==> config.mk <==
export PLATFORM = sky130hd
export DESIGN_NAME = spi_master_tx
export DESIGN_NICKNAME = d
export VERILOG_FILES = /design/src/rtl/spi_master_tx.sv
export SDC_FILE = /design/constraint.sdc
export NUM_CORES = 1
export LEC_CHECK = 0
export ABC_AREA = 1
export CORE_ASPECT_RATIO = 0.7
export CORE_UTILIZATION = 50
export DETAILED_ROUTE_END_ITERATION = 8
export GPL_TIMING_DRIVEN = 0
export PLACE_DENSITY = 0.76
export SYNTH_ARGS = -nofsm -noshare
export SYNTH_HDL_FRONTEND = slang
export SYNTH_SLANG_ARGS = --single-unit
==> constraint.sdc <==
create_clock -name sclk -period 2.7 [get_ports sclk]
set_clock_uncertainty 0.05 [all_clocks]
set_input_delay 0.81 -clock sclk [delete_from_list [all_inputs] [get_ports sclk]]
set_output_delay 0.81 -clock sclk [all_outputs]
set_load 0.005 [all_outputs]
==> src/rtl/spi_master_tx.sv <==
// SPI master transmitter: serialises one word per frame with cs setup/hold and
// inter-frame gap, capturing the slave's miso reply into rx_data.
module spi_master_tx #(
    parameter int DATA_W    = 8,
    parameter int CS_SETUP  = 1,
    parameter int CS_HOLD   = 1,
    parameter int GAP       = 2,
    parameter int MSB_FIRST = 1
) (
    input  logic              sclk,
    input  logic              i_reset_n,
    input  logic [DATA_W-1:0] tx_data,
    input  logic              tx_valid,
    output logic              tx_ready,
    output logic [DATA_W-1:0] rx_data,
    output logic              rx_valid,
    output logic              busy,
    output logic              cs,
    output logic              mosi,
    input  logic              miso
);

    localparam int M1    = (DATA_W > CS_SETUP) ? DATA_W : CS_SETUP;
    localparam int M2    = (M1 > CS_HOLD) ? M1 : CS_HOLD;
    localparam int MAXC  = (M2 > GAP) ? M2 : GAP;
    localparam int CNT_W = $clog2(MAXC + 1);

    localparam logic [CNT_W-1:0] SETUP_LAST = CNT_W'(CS_SETUP - 1);
    localparam logic [CNT_W-1:0] SHIFT_LAST = CNT_W'(DATA_W - 1);
    localparam logic [CNT_W-1:0] HOLD_LAST  = CNT_W'(CS_HOLD - 1);
    localparam logic [CNT_W-1:0] GAP_LAST   = CNT_W'(GAP - 1);

    localparam logic [2:0] ST_IDLE  = 3'd0;
    localparam logic [2:0] ST_SETUP = 3'd1;
    localparam logic [2:0] ST_SHIFT = 3'd2;
    localparam logic [2:0] ST_HOLD  = 3'd3;
    localparam logic [2:0] ST_GAP   = 3'd4;

    if (CS_SETUP < 1) begin : g_bad_setup
        $error("spi_master_tx: CS_SETUP must be >= 1");
    end
    if (CS_HOLD < 1) begin : g_bad_hold
        $error("spi_master_tx: CS_HOLD must be >= 1");
    end
    if (GAP < 1) begin : g_bad_gap
        $error("spi_master_tx: GAP must be >= 1");
    end

    logic [2:0]        state_q, state_d;
    logic [CNT_W-1:0]  cnt_q, cnt_d;
    logic [DATA_W-1:0] tx_shift_q, tx_shift_d;
    logic [DATA_W-1:0] rx_shift_q, rx_shift_d;
    logic [DATA_W-1:0] rx_data_q, rx_data_d;
    logic              rx_valid_q, rx_valid_d;
    logic              tx_ready_q, tx_ready_d;
    logic              busy_q, busy_d;
    logic              cs_q, cs_d;
    logic              mosi_q, mosi_d;
    logic              nxt_bit;

    always_comb begin
        state_d    = state_q;
        cnt_d      = cnt_q;
        tx_shift_d = tx_shift_q;
        rx_shift_d = rx_shift_q;
        rx_data_d  = rx_data_q;
        rx_valid_d = 1'b0;
        tx_ready_d = tx_ready_q;
        busy_d     = busy_q;
        cs_d       = cs_q;
        mosi_d     = mosi_q;
        nxt_bit    = 1'b0;
        unique case (state_q)
            ST_IDLE: begin
                tx_ready_d = 1'b1;
                busy_d     = 1'b0;
                cs_d       = 1'b1;
                mosi_d     = 1'b0;
                if (tx_valid && tx_ready_q) begin
                    state_d    = ST_SETUP;
                    cnt_d      = '0;
                    tx_shift_d = tx_data;
                    rx_shift_d = '0;
                    tx_ready_d = 1'b0;
                    busy_d     = 1'b1;
                    cs_d       = 1'b0;
                    mosi_d     = (MSB_FIRST != 0) ? tx_data[DATA_W-1]
                                                  : tx_data[0];
                end
            end
            ST_SETUP: begin
                if (cnt_q == SETUP_LAST) begin
                    state_d = ST_SHIFT;
                    cnt_d   = '0;
                end else begin
                    cnt_d = cnt_q + 1'b1;
                end
            end
            ST_SHIFT: begin
                // miso is captured at the edge that closes each shift cycle
                if (MSB_FIRST != 0) begin
                    rx_shift_d = {rx_shift_q[DATA_W-2:0], miso};
                    tx_shift_d = {tx_shift_q[DATA_W-2:0], 1'b0};
                    nxt_bit    = tx_shift_q[DATA_W-2];
                end else begin
                    rx_shift_d = {miso, rx_shift_q[DATA_W-1:1]};
                    tx_shift_d = {1'b0, tx_shift_q[DATA_W-1:1]};
                    nxt_bit    = tx_shift_q[1];
                end
                if (cnt_q == SHIFT_LAST) begin
                    state_d = ST_HOLD;
                    cnt_d   = '0;
                    mosi_d  = 1'b0;
                end else begin
                    cnt_d  = cnt_q + 1'b1;
                    mosi_d = nxt_bit;
                end
            end
            ST_HOLD: begin
                if (cnt_q == HOLD_LAST) begin
                    state_d    = ST_GAP;
                    cnt_d      = '0;
                    cs_d       = 1'b1;
                    rx_data_d  = rx_shift_q;
                    rx_valid_d = 1'b1;
                end else begin
                    cnt_d = cnt_q + 1'b1;
                end
            end
            ST_GAP: begin
                if (cnt_q == GAP_LAST) begin
                    state_d    = ST_IDLE;
                    cnt_d      = '0;
                    tx_ready_d = 1'b1;
                    busy_d     = 1'b0;
                end else begin
                    cnt_d = cnt_q + 1'b1;
                end
            end
            default: begin
                state_d    = ST_IDLE;
                cnt_d      = '0;
                tx_ready_d = 1'b0;
                busy_d     = 1'b0;
                cs_d       = 1'b1;
                mosi_d     = 1'b0;
            end
        endcase
    end

    always_ff @(posedge sclk) begin
        if (!i_reset_n) begin
            state_q    <= ST_IDLE;
            cnt_q      <= '0;
            tx_shift_q <= '0;
            rx_shift_q <= '0;
            rx_data_q  <= '0;
            rx_valid_q <= 1'b0;
            tx_ready_q <= 1'b0;
            busy_q     <= 1'b0;
            cs_q       <= 1'b1;
            mosi_q     <= 1'b0;
        end else begin
            state_q    <= state_d;
            cnt_q      <= cnt_d;
            tx_shift_q <= tx_shift_d;
            rx_shift_q <= rx_shift_d;
            rx_data_q  <= rx_data_d;
            rx_valid_q <= rx_valid_d;
            tx_ready_q <= tx_ready_d;
            busy_q     <= busy_d;
            cs_q       <= cs_d;
            mosi_q     <= mosi_d;
        end
    end

    assign tx_ready = tx_ready_q;
    assign rx_data  = rx_data_q;
    assign rx_valid = rx_valid_q;
    assign busy     = busy_q;
    assign cs       = cs_q;
    assign mosi     = mosi_q;

endmodule

==> results.txt, run 1 <==
----------------------------------------------------
[Clock network]
  Clock latency reported for the late side of the worst-skew pair ... 0.29 ns
  Hold Buf Count CTS ... 0
  CTS Root Cell ... clkbuf_8
  TritonCTS clock tree ... yes
  CTS-repair resized insts ... 0
  Number of buffers between clock root and the deepest sink ... 2
  Clock slew at reported path FFs ... 0.07 ns
  Number of clock sinks ... 35
  Number of setup buffers added after CTS ... 0
  H-tree depth ... 2
  Number of buffers added by the clock tree synthesis step ... 5

[Yosys]
  Most common cell in the netlist ... nand2_1
  Flop and latch count out of synthesis ... 35
  Area of the mapped netlist ... 1530 um^2
  Top cell types by occurrence after synthesis ... nand2_1 (55), dfxtp_1 (35), nor2_1 (23)
  Avg Cell Area, Syn ... 7.59 um^2
  Area share of the leading cell type in the synthesized netlist ... 45.9%
  Count of flip-flops with a built-in enable after synthesis ... 0
  Library cells used by synthesis ... 26
  Commonest register cell after synthesis ... dfxtp_1
  Post-synthesis async set-or-reset flop share ... 0%
  Top cells by area in the synthesized netlist ... dfxtp_1 (46%), nand2_1 (14%), nor2_1 (5.7%)
  Largest area contributor in the synthesized netlist ... dfxtp_1
  Number of standard cells after synthesis ... 201
  Nets in the synthesized netlist ... 216
  Portion of the post-synthesis area used by sequential elements ... 45.9%
  Yosys warnings ... 0

[Pwr]
  Leakage ... 0.000825 uW
  Clk pwr share ... 23.8%
  Worst vdd ir ... 0.000586 V
  Share of power burned in combinational logic ... 41.5%
  Register share of total power ... 34.8%
  Net Switching ... 771 uW
  Cell internal pwr ... 1260 uW
  Switching part of the total ... 38.0%
  Power Dens Cells ... 1050 nW/um^2

[Floorplan]
  Die height ... 48.2 um
  Total core area ... 2840 um^2
  Die area ... 3280 um^2
  Width of the die ... 68.0 um
  Count of boundary I/O pins ... 25
  Number of standard-cell rows in the floorplan ... 16
  Effective utilization at floorplan ... 53.7%

[Route]
  Number of vias per cell ... 5.22
  Number of optimization iterations in the first detailed-route pass ... 4
  Remaining number of nets flagged by the antenna check after routing ... 0
  Total DRC errors in the routed layout ... 0
  Initial detailed-routing violation count ... 79
  Routed WL per cell ... 12.8 um
  Total Routed Length ... 3440 um
  Number of vias after detailed routing ... 1404

[STA]
  Setup TNS ... 0 ns
  Number of hold-slack violations in the final timing report ... 0
  Total of endpoints with negative setup slack in the final report ... 0
  Relative slew slack ... 64.9%
  Final Critical Period ... 2.00 ns
  Worst-margin pin slew ... 0.526 ns
  Final max-slew violation count ... 0
  FMAX ... 500 MHz
  Part of the cycle the worst path needs ... 74.1%
  Setup repair after global routing missed its margin ... no

[Job]
  Number of violations of the max-capacitance limit ... 0

[Critical path]
  Startpoint Class ... flip-flop
  Critical Path Sink Type ... primary output
  Data arrival time of the critical path ... 1.14 ns
  Delay-heaviest family, CP ... buffers and inverters
  Peak fanout along the critical path ... 2
  Peak per-stage delay on the critical path ... 0.51 ns
  Master of the slowest instance on the critical path ... clkdlybuf4s50_1
  Req. time, crit path ... 1.84 ns
  Setup Crit Path Kind ... flip-flop to primary output
  Total buffers and inverters traversed by the critical path ... 1
  Crit path cell chain ... clkdlybuf4s50_1

[Global route]
  Antenna violations before repair ... 0
  Remaining global-route overflow ... 0
  Maximum number of pins on one net before global-route repair ... 12
  GRT Util Overall ... 23.4%
  First-pass GRT wire length ... 5420 um
  Number of global-route vias before repair ... 1231

[Final layout]
  Share of final-layout standard cells stronger than drive strength 1 ... 12.4%
  Filler cell count in the final layout ... 245
  Ant. Diodes ... 0
  Layout Utilization ... 67.9%
  Count of nets after finishing ... 247
  Area Overhead vs Synth ... 26.4%

[Placed design]
  Number of buffers inserted by port buffering ... 24
  Final GP Congestion ... 0.886
  DP Wirelength ... 2500 um

[Hold path]
  HP Class ... flip-flop to flip-flop

[Status]
  Status ... finished clean

----------------------------------------------------
cells in the final DEF (no fill, tap or decap), types with 2 or more instances in the layout:
cell	count
nand2_1	55
dfxtp_1	35
clkdlybuf4s50_1	24
nor2_1	23
inv_1	13
a21oi_1	13
o21ai_0	12
nand3_1	9
clkbuf_8	7
a31oi_1	6
inv_2	4
o21ai_1	4
nand2_2	3
ha_1	3
nor2_2	2
nor2_4	2
clkbuf_1	2
nand3_2	2
buf_6	2
nand4_1	2
o21ai_2	2
cell families after synthesis:
family	share of synthesized area [%]
DFF	45.9
adders and majority gates	2.46
xor gates and xnor gates	0.574
AOI/OAI and AO/OA	15.2
buffers and inverters	7.29
and+or+nand+nor	28.5
worst paths after layout:
| path | start | end | slack [ns] | cells past startpoint |
|---|---|---|---|---|
| min | busy | busy | 0.41 | 2 |
| min reg2reg | busy | busy | 0.41 | 2 |
| max reg2reg | cnt_q[0] | cnt_q[3] | 1.23 | 9 |
| max | rx_data[0] | rx_data[0] | 0.70 | 1 |
cell type report:
cell class / count / area [um^2] / share of cell area, %
buffer: 6 / 47.5 / 2.46
timing repair buffer: 24 / 240 / 12.5
sequential: 35 / 701 / 36.3
inverter: 17 / 63.8 / 3.31
multi-input combinational: 143 / 714 / 37.0
clock inverter: 2 / 35.0 / 1.82
tap: 36 / 45.0 / 2.33
clock buffer: 6 / 82.6 / 4.28
power groups by stage:
stage                     combinational (uW)  sequential [uW]  clock, uW
after floorplan                          603              703          0
after global placement                   804              705          0
after detailed placement                 832              713          0
after CTS                                837              703        490
after global routing                     933              719        512
final                                    841              705        482
layer usage:
metal  vias to the layer above  part of all wire (%)  GRT usage [%]
met1                       650                    51           29.9
met4                         0                   1.5           10.0
met3                         8                   4.6           5.61
li1                        711                     -              -
met5                         -                     0              0
met2                        35                    43           38.6
state kept, by name (all words and copies together) (netlist names):
register / count
rx_data: 8
busy: 1
mosi: 1
tx_ready: 1
cs: 1
rx_shift_q: 8
rx_valid: 1
state_q: 3
cnt_q: 4
tx_shift_q: 7
per-stage QoR:
step	cell area [um^2]	total power (uW)	setup slack, ns	instances	hold slack [ns]
floorplan	1530	1310	1.18	201	0.389
global placement	1810	1510	0.526	261	0.400
detailed placement	1810	1540	0.521	261	0.406
CTS	1930	2030	0.682	269	0.416
global route	1930	2160	0.656	269	0.442
finish	1930	2030	0.699	269	0.412
Note: power is estimated with default switching activity, not from simulation.
==> run 2, diff against run 1 <==
CORE_UTILIZATION = 47   (was 50)
PLACE_DENSITY = 0.74   (was 0.76)
clock period = 1.8 ns   (was 2.7 ns; I/O delays follow)
==> results.txt, run 2 (same netlist as run 1, synthesis figures left out) <==
----------------------------------------------------
[Floorplan]
  Width of the die ... 70.1 um (+3.0%)
  Die height ... 49.7 um (+3.0%)
  Total core area ... 2940 um^2 (+3.5%)
  Count of boundary I/O pins ... 25 (unchanged)
  Die area ... 3480 um^2 (+6.1%)
  Effective utilization at floorplan ... 51.9% (-1.8 points)
  Number of standard-cell rows in the floorplan ... 16 (unchanged)

[Placed design]
  Number of buffers inserted by port buffering ... 24 (unchanged)
  DP Wirelength ... 2450 um (-1.7%)
  Final GP Congestion ... 0.807 (-8.8%)
  Post-placement cell area ... 1810 um^2 (unchanged)

[Critical path]
  Critical Path Sink Type ... primary output
  Peak fanout along the critical path ... 3 (+1)
  Data arrival time of the critical path ... 1.14 ns (about the same)
  Setup Crit Path Kind ... flip-flop to primary output
  Startpoint Class ... flip-flop
  Total buffers and inverters traversed by the critical path ... 1 (unchanged)
  Delay-heaviest family, CP ... buffers and inverters
  Req. time, crit path ... 1.21 ns (-0.63 ns)
  Crit path cell chain ... clkdlybuf4s50_1
  Master of the slowest instance on the critical path ... clkdlybuf4s50_1
  Peak per-stage delay on the critical path ... 0.52 ns (about the same)

[Global route]
  Number of global-route vias before repair ... 1270 (+3.2%)
  First-pass GRT wire length ... 5660 um (+4.5%)
  GRT Util Overall ... 21.4% (-2.0 points)
  Antenna violations before repair ... 0 (unchanged)
  Maximum number of pins on one net before global-route repair ... 11 (-1)
  Remaining global-route overflow ... 0 (unchanged)

[Final layout]
  Final Cell Area ... 1910 um^2 (-0.91%)
  Count of nets after finishing ... 247 (unchanged)
  Highest-count cells in the layout ignoring fill and taps ... nand2_1 (55), dfxtp_1 (35), clkdlybuf4s50_1 (24)
  Layout Utilization ... 65.0% (-2.9 points)
  Share of final-layout standard cells stronger than drive strength 1 ... 12.0% (-0.43 points)
  Most frequent standard cell in the layout excluding fill and tap cells ... nand2_1
  Ant. Diodes ... 0 (unchanged)
  Area Overhead vs Synth ... 25.2%

[Clock network]
  CTS Root Cell ... clkbuf_8
  Hold Buf Count CTS ... 0 (unchanged)
  Number of setup buffers added after CTS ... 0 (unchanged)
  Number of clock sinks ... 35 (unchanged)
  Clock slew at reported path FFs ... 0.06 ns (about the same)
  Number of buffers added by the clock tree synthesis step ... 5 (unchanged)
  TritonCTS clock tree ... yes
  H-tree depth ... 2 (unchanged)
  CTS-repair resized insts ... 0 (unchanged)
  Clock latency reported for the late side of the worst-skew pair ... 0.28 ns (about the same)
  Number of buffers between clock root and the deepest sink ... 2 (unchanged)

[STA]
  Final Critical Period ... 1.73 ns
  Setup TNS ... 0 ns (unchanged)
  FMAX ... 577 MHz
  Relative slew slack ... 66.5% (+1.6 points)
  Part of the cycle the worst path needs ... 96.3%
  Final max-slew violation count ... 0 (unchanged)
  Worst-margin pin slew ... 0.502 ns (-0.0235 ns)
  Final-layout worst hold slack ... 0.409 ns (-0.00311 ns)
  Number of hold-slack violations in the final timing report ... 0 (unchanged)
  Setup repair after global routing missed its margin ... no
  Total of endpoints with negative setup slack in the final report ... 0 (unchanged)

[Route]
  Number of vias per cell ... 5.24 (+0.43%)
  Total Routed Length ... 3310 um (-3.7%)
  Routed WL per cell ... 12.3 um (-3.7%)
  Total DRC errors in the routed layout ... 0 (unchanged)
  Number of vias after detailed routing ... 1410 (+0.43%)
  Number of optimization iterations in the first detailed-route pass ... 4 (unchanged)
  Initial detailed-routing violation count ... 76 (-3.8%)
  Remaining number of nets flagged by the antenna check after routing ... 0 (unchanged)

[Pwr]
  Power Dens Cells ... 1530 nW/um^2 (+46%)
  Power Total ... 2930 uW (+45%)
  Leakage ... 0.000815 uW (-1.2%)
  Worst vdd ir ... 0.000694 V (+18%)

[Job]
  Number of violations of the max-capacitance limit ... 0 (unchanged)

[Status]
  Status ... finished clean

[Hold path]
  HP Class ... flip-flop to flip-flop

----------------------------------------------------
==> run 2: changes by cell type in the layout (fill, tap and decap cells not counted), sizes merged <==
| cell | before | now |
|---|---|---|
| clkbuf | 9 | 11 |
| bufinv | 1 | 0 |
| clkinv | 1 | 0 |
==> run 2: final timing paths <==
path / from / endpoint / slack, ns / cells past startpoint
worst max-delay path: tx_ready / tx_ready / 0.07 / 1
worst min register to register: busy / busy / 0.41 / 2
worst max register to register: cnt_q[0] / rx_data[2] / 0.31 / 7
worst min-delay path: busy / busy / 0.41 / 2
==> run 2: power breakdown <==
part           internal (uW)  leakage, uW  switching (uW)  total, uW
Clock                    349    0.0000515             268        617
Sequential               943     0.000285             115       1060
Combinational            495     0.000479             763       1260
==> run 2: metal layers <==
| metal | global-route usage [%] | vias to the layer above | wire length, um |
|---|---|---|---|
| met3 | 6.75 | 5 | 152 |
| met1 | 27.2 | 648 | 1610 |
| li1 | - | 718 | - |
| met5 | 0 | - | 0 |
| met2 | 34.5 | 39 | 1500 |
| met4 | 7.33 | 0 | 43 |
==> run 2: cell type report <==
class	count	area [um^2]
tap	36	45.0
clock buffer	8	100
multi-input combinational	143	714
fill	262	1030
timing repair buffer	24	240
buffer	6	47.5
inverter	17	63.8
sequential	35	701
==> run 2: worst reg2reg max path, cell delays in order (launching register included) <==
cell,delay (ns)
dfxtp_1,0.35
inv_1,0.09
ha_1,0.14
nand3_1,0.15
nor2_4,0.26
inv_2,0.14
nor2_1,0.14
nor2_1,0.07
==> run 2: per-stage QoR <==
step           setup slack (ns)  std cells
2_1_floorplan             0.501        201
3_3_place_gp            -0.0929        261
3_5_place_dp             -0.138        261
4_1_cts                  0.0529        269
5_1_grt                  0.0130        269
6_report                 0.0658        269
==> run 3, diff against run 2 <==
--- a/constraint.sdc
+++ b/constraint.sdc
@@ -3,3 +3,3 @@
 set_input_delay 0.54 -clock sclk [delete_from_list [all_inputs] [get_ports sclk]]
 set_output_delay 0.54 -clock sclk [all_outputs]
-set_load 0.005 [all_outputs]
+set_load 0.05 [all_outputs]
==> results.txt, run 3 (same netlist as run 1, synthesis figures left out) <==
----------------------------------------------------
[Status]
  Status ... finished clean

[Placed design]
  Final GP Congestion ... 0.807 (unchanged)
  Cell count after placement ... 261 (unchanged)
  Number of buffers inserted by port buffering ... 24 (unchanged)
  DP Wirelength ... 2450 um (unchanged)

[Pwr]
  Net Switching ... 1350 uW (+17%)
  Leakage ... 0.000866 uW (+6.2%)
  Clk pwr share ... 20.0% (-1.0 points)
  Cell internal pwr ... 1750 uW (-2.0%)
  Switching part of the total ... 43.5% (+4.4 points)
  Worst vdd ir ... 0.000748 V (+7.8%)
  Register share of total power ... 34.1% (-1.9 points)
  Share of power burned in combinational logic ... 45.9% (+3.0 points)
  Power Dens Cells ... 1630 nW/um^2 (+6.4%)

[Floorplan]
  Number of standard-cell rows in the floorplan ... 16 (unchanged)
  Effective utilization at floorplan ... 51.9% (unchanged)
  Total core area ... 2940 um^2 (unchanged)
  Die height ... 49.7 um (unchanged)
  Die area ... 3480 um^2 (unchanged)
  Width of the die ... 70.1 um (unchanged)
  Count of boundary I/O pins ... 25 (unchanged)

[Global route]
  Number of global-route vias before repair ... 1272 (+0.16%)
  GRT Util Overall ... 21.4% (+0.044 points)
  Highest-utilization routing layer at the global route stage ... met2
  First-pass GRT wire length ... 5670 um (+0.23%)
  Met1 usage ... 27.3% (+0.13 points)
  Met2 demand-to-capacity share in global routing ... 34.5% (unchanged)
  Remaining global-route overflow ... 0 (unchanged)
  Maximum number of pins on one net before global-route repair ... 11 (unchanged)
  GR Util met3 ... 6.75% (unchanged)
  Antenna violations before repair ... 0 (unchanged)

[Final layout]
  Count of nets after finishing ... 247 (unchanged)
  Share of final-layout standard cells stronger than drive strength 1 ... 12.0% (unchanged)
  Layout Utilization ... 64.5% (-0.51 points)
  Total area of sequential cells ... 701 um^2 (unchanged)
  Ant. Diodes ... 0 (unchanged)
  Most frequent standard cell in the layout excluding fill and tap cells ... nand2_1
  Multi-input logic area ... 714 um^2 (unchanged)
  Area Overhead vs Synth ... 24.3%
  Filler cell count in the final layout ... 266 (+1.5%)
  Highest-count cells in the layout ignoring fill and taps ... nand2_1 (55), dfxtp_1 (35), nor2_1 (23)
  Non-Filler Instances ... 269 (unchanged)

[Clock network]
  CTS Root Cell ... clkbuf_8
  TritonCTS clock tree ... yes
  Clock latency reported for the late side of the worst-skew pair ... 0.29 ns (about the same)
  Clock slew at reported path FFs ... 0.07 ns (about the same)
  Number of clock sinks ... 35 (unchanged)
  Number of buffers between clock root and the deepest sink ... 2 (unchanged)
  H-tree depth ... 2 (unchanged)
  Hold Buf Count CTS ... 0 (unchanged)
  Number of setup buffers added after CTS ... 0 (unchanged)
  Number of buffers added by the clock tree synthesis step ... 5 (unchanged)

[Critical path]
  Peak per-stage delay on the critical path ... 0.53 ns (about the same)
  R2r startpoint ... cnt_q[0]
  Delay-heaviest family, CP ... buffers and inverters
  Reg-to-reg critical path endpoint ... rx_data[2]
  Req. time, crit path ... 1.21 ns (about the same)
  Register-to-register setup slack ... 0.33 ns (+0.02 ns)
  Setup Crit Path Kind ... flip-flop to primary output
  Peak fanout along the critical path ... 2 (-1)
  Crit path cell chain ... dlygate4sd2_1
  Reg2Reg Depth ... 7 (unchanged)
  Master of the slowest instance on the critical path ... dlygate4sd2_1
  Startpoint Class ... flip-flop
  Total buffers and inverters traversed by the critical path ... 1 (unchanged)
  Critical Path Sink Type ... primary output
  Data arrival time of the critical path ... 1.15 ns (about the same)

[Hold path]
  Min-Delay Endpoint ... busy
  Count of cells along the worst hold path ... 2 (unchanged)
  Worst min-delay path startpoint ... busy
  HP Class ... flip-flop to flip-flop

[STA]
  Part of the cycle the worst path needs ... 96.6% (+0.24 points)
  Final Critical Period ... 1.74 ns (+0.00437 ns)
  Number of hold-slack violations in the final timing report ... 0 (unchanged)
  Setup repair after global routing missed its margin ... no
  Worst-margin pin slew ... 0.511 ns (+0.00850 ns)
  Relative slew slack ... 65.9% (-0.57 points)
  Final max-slew violation count ... 0 (unchanged)
  Total of endpoints with negative setup slack in the final report ... 0 (unchanged)
  FMAX ... 575 MHz (-0.25%)

[Route]
  Routed WL per cell ... 12.3 um (+0.15%)
  Number of optimization iterations in the first detailed-route pass ... 6 (+2)
  Number of vias per cell ... 5.27 (+0.50%)
  Initial detailed-routing violation count ... 82 (+7.9%)
  Total DRC errors in the routed layout ... 0 (unchanged)
  Number of vias after detailed routing ... 1417 (+0.50%)
  Total Routed Length ... 3320 um (+0.15%)
  Remaining number of nets flagged by the antenna check after routing ... 0 (unchanged)

[Job]
  Number of violations of the max-capacitance limit ... 0 (unchanged)

----------------------------------------------------
-- run 3: worst max-delay path by stage --
stage	startpoint	endpoint	slack [ns]	cells past startpoint
after floorplan	tx_ready	tx_shift_q[4]	0.36	7
after global placement	i_reset_n	tx_shift_q[2]	-0.09	4
after detailed placement	i_reset_n	tx_shift_q[3]	-0.14	4
after CTS	tx_ready	tx_ready	0.03	1
after global routing	rx_data[6]	rx_data[6]	0.01	1
final	rx_data[6]	rx_data[6]	0.06	1
-- run 3: repair_timing --
item	4_1_cts	5_1_grt
resized for setup	13	1
pin swaps	0	0
setup endpoints to repair	13	1
-- run 3: metal layers --
layer | vias up | share of wire [%]
li1 | 718 | -
met1 | 647 | 47
met2 | 45 | 45
met3 | 7 | 6.6
met4 | 0 | 1.6
met5 | - | 0
-- run 3: metrics by stage --
stage / setup WS, ns / hold slack (ns) / TNS, ns / total power, uW / cell area, um^2
after detailed placement: -0.138 / 0.404 / -1.13 / 2510 / 1810
after floorplan: 0.362 / 0.389 / 0 / 2150 / 1530
after global routing: 0.0100 / 0.442 / 0 / 3300 / 1900
after global placement: -0.0929 / 0.401 / -0.808 / 2470 / 1810
final: 0.0614 / 0.406 / 0 / 3100 / 1900
after CTS: 0.0301 / 0.411 / 0 / 3090 / 1900
-- run 3: final cells by class --
| type | count | share of cell area (%) |
|---|---|---|
| multi-input combinational | 143 | 37.7 |
| sequential | 35 | 36.9 |
| timing repair buffer | 24 | 11.9 |
| clock buffer | 8 | 5.28 |
| inverter | 17 | 3.36 |
| buffer | 6 | 2.51 |
| tap | 36 | 2.37 |
-- run 3: worst reg2reg max path: stages, from the launching register on --
cell and delay, ns:
dfxtp_1 0.35, inv_1 0.09, ha_1 0.14, nand3_1 0.15, nor2_4 0.26, inv_2 0.14
nor2_1 0.13, nor2_1 0.06
-- run 3: power by group through the flow --
stage	Sequential (uW)	Combinational [uW]	Clock [uW]
after floorplan	1250	905	0
after global placement	1060	1410	0
after detailed placement	1070	1440	0
after CTS	1050	1410	630
after global routing	1080	1560	662
final	1050	1420	621
